## src/rtl/chime_sequencer.sv

```systemverilog
// chime_sequencer: hourly/bell-triggered melody player plus hour striker with square-wave speaker drive
module chime_sequencer #(
  parameter int HP_W      = 20,
  parameter int MEL_LEN   = 19,
  parameter int AW        = 5,
  parameter int BEAT_CYC  = 100_000_000,
  parameter int GAP_CYC   = 100_000_000,
  parameter int STRIKE_HP = 20000,
  parameter int MODE_24H  = 0
) (
  input  logic            clk,
  input  logic            rst,
  input  logic            en,
  input  logic            bell,
  input  logic [1:0]      mode,
  input  logic [5:0]      hour,
  input  logic [5:0]      min,
  input  logic [5:0]      sec,
  input  logic            mel_we,
  input  logic [AW-1:0]   mel_addr,
  input  logic [HP_W-1:0] mel_data,
  output logic            busy,
  output logic            speak
);
  localparam logic [1:0] IDLE = 2'd0, MELODY = 2'd1, STRIKE_ON = 2'd2, STRIKE_GAP = 2'd3;
  localparam logic [31:0] BEAT_END = 32'(BEAT_CYC - 1);
  localparam logic [31:0] GAP_END = 32'(GAP_CYC - 1);
  localparam logic [AW-1:0] LAST = AW'(MEL_LEN - 1);
  localparam logic [HP_W-1:0] SHP = HP_W'(STRIKE_HP);
  logic [HP_W-1:0] mel [MEL_LEN];
  logic [1:0] state, nxt;
  logic [AW-1:0] idx;
  logic [5:0] k, n, n_calc, h12;
  logic [31:0] cnt;
  logic [HP_W-1:0] tone, hp, nhp;
  logic top, top_q, start, trig, do_strike, bs;
  assign top = min == 6'd0 && sec == 6'd0;
  assign start = top & ~top_q;
  assign h12 = hour % 6'd12;
  assign n_calc = hour > 6'd23 ? 6'd0 : MODE_24H != 0 ? (hour == 6'd0 ? 6'd24 : hour) : (h12 == 6'd0 ? 6'd12 : h12);
  assign trig = (start | bell) & ~(mode == 2'b00 && n_calc == 6'd0);
  assign busy = state != IDLE;
  always_ff @(posedge clk)
    if (mel_we && 32'(mel_addr) < MEL_LEN) mel[mel_addr] <= mel_data;
  // bs marks a beat boundary: counters and speaker restart with the newly latched half-period
  always_comb begin
    nxt = state;
    bs = 1'b0;
    nhp = hp;
    case (state)
      IDLE: begin
        bs = 1'b1;
        nhp = '0;
        if (trig) begin
          nxt = mode != 2'b00 ? MELODY : STRIKE_ON;
          nhp = mode != 2'b00 ? mel[0] : SHP;
        end
      end
      MELODY:
        if (cnt == BEAT_END) begin
          bs = 1'b1;
          nxt = idx != LAST ? MELODY : (do_strike && n != 6'd0) ? STRIKE_ON : IDLE;
          nhp = idx != LAST ? mel[idx + AW'(1)] : nxt == STRIKE_ON ? SHP : '0;
        end
      STRIKE_ON:
        if (cnt == BEAT_END) begin
          bs = 1'b1;
          nxt = STRIKE_GAP;
          nhp = '0;
        end
      default:
        if (cnt == GAP_END) begin
          bs = 1'b1;
          nxt = 6'(k + 6'd1) == n ? IDLE : STRIKE_ON;
          nhp = nxt == IDLE ? '0 : SHP;
        end
    endcase
  end
  always_ff @(posedge clk or posedge rst)
    if (rst) begin
      state <= IDLE;
      idx <= '0;
      k <= '0;
      n <= '0;
      cnt <= '0;
      tone <= '0;
      hp <= '0;
      speak <= 1'b0;
      top_q <= 1'b0;
      do_strike <= 1'b0;
    end else begin
      top_q <= top;
      if (!en) begin
        state <= IDLE;
        idx <= '0;
        k <= '0;
        cnt <= '0;
        tone <= '0;
        hp <= '0;
        speak <= 1'b0;
      end else begin
        state <= nxt;
        if (state == IDLE && trig) begin
          n <= n_calc;
          do_strike <= mode[1];
          idx <= '0;
          k <= '0;
        end
        if (state == MELODY && bs) idx <= idx == LAST ? '0 : idx + AW'(1);
        if (state == STRIKE_GAP && bs) k <= nxt == IDLE ? '0 : k + 6'd1;
        if (bs) begin
          cnt <= '0;
          tone <= '0;
          hp <= nhp;
          speak <= 1'b0;
        end else begin
          cnt <= cnt + 32'd1;
          if (hp != '0) begin
            tone <= tone == hp - HP_W'(1) ? '0 : tone + HP_W'(1);
            speak <= tone == hp - HP_W'(1) ? ~speak : speak;
          end
        end
      end
    end
endmodule

```

## config.mk

```make
export PLATFORM = sky130hd
export DESIGN_NAME = chime_sequencer
export DESIGN_NICKNAME = d
export VERILOG_FILES = /design/src/rtl/chime_sequencer.sv
export SDC_FILE = /design/constraint.sdc
export NUM_CORES = 1
export LEC_CHECK = 0
export ABC_AREA = 1
export BUFFER_PORTS_ARGS = -buffer_cell sky130_fd_sc_hd__buf_4
export CORE_MARGIN = 2
export CORE_UTILIZATION = 35
export CTS_CLUSTER_SIZE = 40
export DETAILED_ROUTE_END_ITERATION = 8
export GPL_ROUTABILITY_DRIVEN = 0
export SYNTH_ARGS = -nofsm -noshare
export SYNTH_HDL_FRONTEND = slang
export SYNTH_SLANG_ARGS = --single-unit
export TNS_END_PERCENT = 20
```

## constraint.sdc

```tcl
create_clock -name clk -period 3.9 [get_ports clk]
set_input_delay 0.39 -clock clk [delete_from_list [all_inputs] [get_ports clk]]
set_output_delay 0.39 -clock clk [all_outputs]
set_load 0.05 [all_outputs]
```

==> impl_results.md <==
* Placed cell count at 2775
* Drt total wl at 53700 microns
* Synth warn at 0
* Reg-to-reg endpoint: hp[0]
* Clock Tree Root: clkbuf_16
* RSZ-0062 raised after global routing: false
* Die Area at 0.0625 sq mm
* Slew @ Worst Pin at 1.09 ns
* Die width at 250 microns
* Worst reg2reg startpoint: idx[0]
* Buffers from clock root to sink, at most at 3
* Max-Cap Viols at 0
* Syn Area/Cell at 10.6 sq um
* Status: finished with violations
* Drc violations at 0
* Total I/O pin count at 52
* Num rows at 90
* Die span in y at 250 microns
* Via Count at 15100
* Layout Skew at 0.0188 ns
* Fin cells at 2868
* Flop-to-flop setup slack at 0.98 ns
* Fmax at 343 MHz
* Mapped Nets at 2062
* Final Hold Vio Count at 15
* Post-Synthesis Cells at 2005
* Largest net degree at the start of global routing at 164
* Register area at 0.0138 sq mm
* Final layout net count at 2103
* Port bufs at 51
* First-pass GRT wire length at 84800 microns
* Clk_lat worst skew at 0.60 ns
* Final hold slack at -0.00875 ns
* Post-cts repair resize count at 0
* DP HPWL at 32300 microns
* CP Max Fanout at 42
* 1st-pass router iterations at 6
* Worst Path Required at 4.36 ns
* Antenna cells at 0
* Synth top area cells: edfxtp_1 (54%), dfrtp_1 (11%), nand2_1 (5.6%), nor2_1 (5.4%), o21ai_0 (5.1%)
* Iter 0 DRT Violations at 1370
* Vias in the first global route at 14700
* Cell Pwr Density at 452 mW/mm^2
* Vias per cell at 5.27
* Htree depth at 2
* Cell Area, Synth at 0.0212 sq mm
* Logic pwr share at 5.1%
* CP Class: flip-flop to flip-flop
* Worst setup SP type: flip-flop
* Layout area overhead at 14.0%
* Failing checks: negative hold slack
* Worst reg2reg path depth at 10
* EDFF count, synth at 380
* Final Core Density at 40.2%
* Synth area leader: edfxtp_1
* Pleak at 8.71 nW
* Distinct cell type count after synthesis at 53
* Part of the power in the clock network at 43.9%
* Routed Antenna Nets at 0
* Register share of total power at 51.1%
* Global route total overflow at 0
* GRT Total Usage at 17.1%
* CP arrival at 3.38 ns
* Filler cells at 5704
* Clock sink count at 474
* Asr flop ratio synth at 19.8%
* Max Transition Viols Final at 0
* Synth top area share at 53.8%
* Max transition margin at 27.6%
* Fraction of layout instances using a drive strength above 1 at 11.1%
* TritonCTS Buffers at 50
* Post-CTS setup buffer count at 0
* Final setup viols at 0
* Tcrit/Tclk final at 74.9%
* Main flop type after synthesis: edfxtp_1
* Final min period at 2.92 ns
* Crit path capture type: flip-flop
* Int Power at 8.48 mW
* Sw Pwr at 2.44 mW
* VDD IR max at 0.000319 V
* Initial antenna violation count at 0
* Clk slew on worst S/H paths at 0.06 ns
* Switching Fraction at 22.4%
* Fraction of the yosys area taken by sequential cells at 64.9%
* Core box area at 0.0601 sq mm
* CTS tree: built
* Fin Setup TNS at 0 ns
* Synth Register Bits at 474
* Hold WC Path Type: input pin to async pin
* Starting density of the core at 35.2%
* Hold-fix buffer count after cts at 1
* Avg WL per Cell at 18.7 microns
* Multi-input gate area at 0.00664 sq mm
-- per-layer routing --
| layer | track usage, % | up-vias | share of wire [%] |
|---|---|---|---|
| met3 | 2.68 | 84 | 5.7 |
| met4 | 4.65 | 0 | 2.2 |
| met2 | 28.4 | 448 | 48 |
| met5 | 0 | - | 0 |
| li1 | - | 7161 | - |
| met1 | 23.3 | 7415 | 44 |
-- cell usage after synthesis, types with 2 or more instances --
library cell and instances:
xnor2_1 7, buf_6 2, o21ai_0 218, o211ai_1 21, nand3_2 2, nand2_4 2
xor2_1 29, inv_2 7, o221ai_1 65, ha_1 7, nor3_2 3, nor2_4 4
nand4_1 22, nand2_1 318, nor2_1 306, a21oi_1 42, o21a_1 2, dfrtp_1 94
buf_1 3, nor3_1 31, nand3b_1 6, buf_2 28, a21oi_2 9, nand3_1 170
inv_1 118, o21ai_1 6, nand2_2 4, o22ai_2 2, nor2_2 10, buf_4 2
nor4_1 7, nor4_2 3, edfxtp_1 380, clkbuf_1 56
-- cell families (layout without fill, tap and decap cells) --
family	after synthesis	in the layout	share of synthesized area [%]
simple gates	895	895	18.3
flops	474	474	64.9
xor+xnor	36	36	1.49
compound gates	374	374	10.6
buf+inv	219	300	4.22
fa+ha+maj	7	7	0.413
-- layout by cell type, fill, tap and decap left out, types with 29 or more instances in the layout --
cell type  instances
dfrtp_1           93
nand2_1          318
nor2_1           289
nand3_1          170
clkbuf_16         51
o221ai_1          65
buf_4             78
o21ai_0          218
a21oi_1           42
edfxtp_1         380
inv_1            117
nor3_1            29
-- power by group through the flow --
stage | Combinational, mW | Sequential (mW) | Clock (mW)
4_1_cts | 0.555 | 5.58 | 4.89
6_report | 0.552 | 5.58 | 4.80
3_5_place_dp | 0.552 | 5.68 | 0
2_1_floorplan | 0.338 | 5.67 | 0
3_3_place_gp | 0.542 | 5.68 | 0
5_1_grt | 0.623 | 5.58 | 5.09
-- state kept, by name (all words and copies together) (netlist names) --
register and cells:
hp 20, do_strike 1, cnt 32, n 6, idx 5, speak 1, mel 380, k 6
state 2, top_q 1, tone 20
-- critical path, stage by stage (launching register included) --
cell and delay [ns]:
dfrtp_4 0.59, ha_1 0.31, xor2_4 0.17, inv_2 0.77
o221ai_1 0.29, o211ai_1 0.24, nand3_1 0.12, nand2_1 0.08
nand2_1 0.05, nand2_1 0.05, o21ai_1 0.06
-- worst max path at each step --
| stage | startpoint | to | slack [ns] | depth (start not counted) |
|---|---|---|---|---|
| floorplan | rst | cnt[0] | 1.06 | 1 |
| global placement | idx[0] | hp[19] | 1.05 | 10 |
| detailed placement | idx[0] | hp[10] | 1.0 | 10 |
| CTS | idx[0] | hp[0] | 0.97 | 10 |
| global route | cnt[0] | speak | 0.79 | 12 |
| finish | idx[0] | hp[0] | 0.98 | 10 |
-- area by class of cell --
type,instances,area share (%)
flip-flops and latches,474,57.0
clock inverters,33,1.29
repair buffers,82,2.71
multi-input cells,1312,27.5
well taps,782,4.05
inverters,126,1.98
clock buffers,59,5.53
-- stage by stage --
step | power, mW | cell area (sq um) | setup slack (ns)
6_report | 10.9 | 24200 | 0.981
5_1_grt | 11.3 | 24200 | 0.792
3_5_place_dp | 6.23 | 22500 | 0.996
3_3_place_gp | 6.22 | 22500 | 1.05
2_1_floorplan | 6.01 | 21200 | 1.06
4_1_cts | 11.0 | 24200 | 0.972
(Power assumes the default switching activity.)
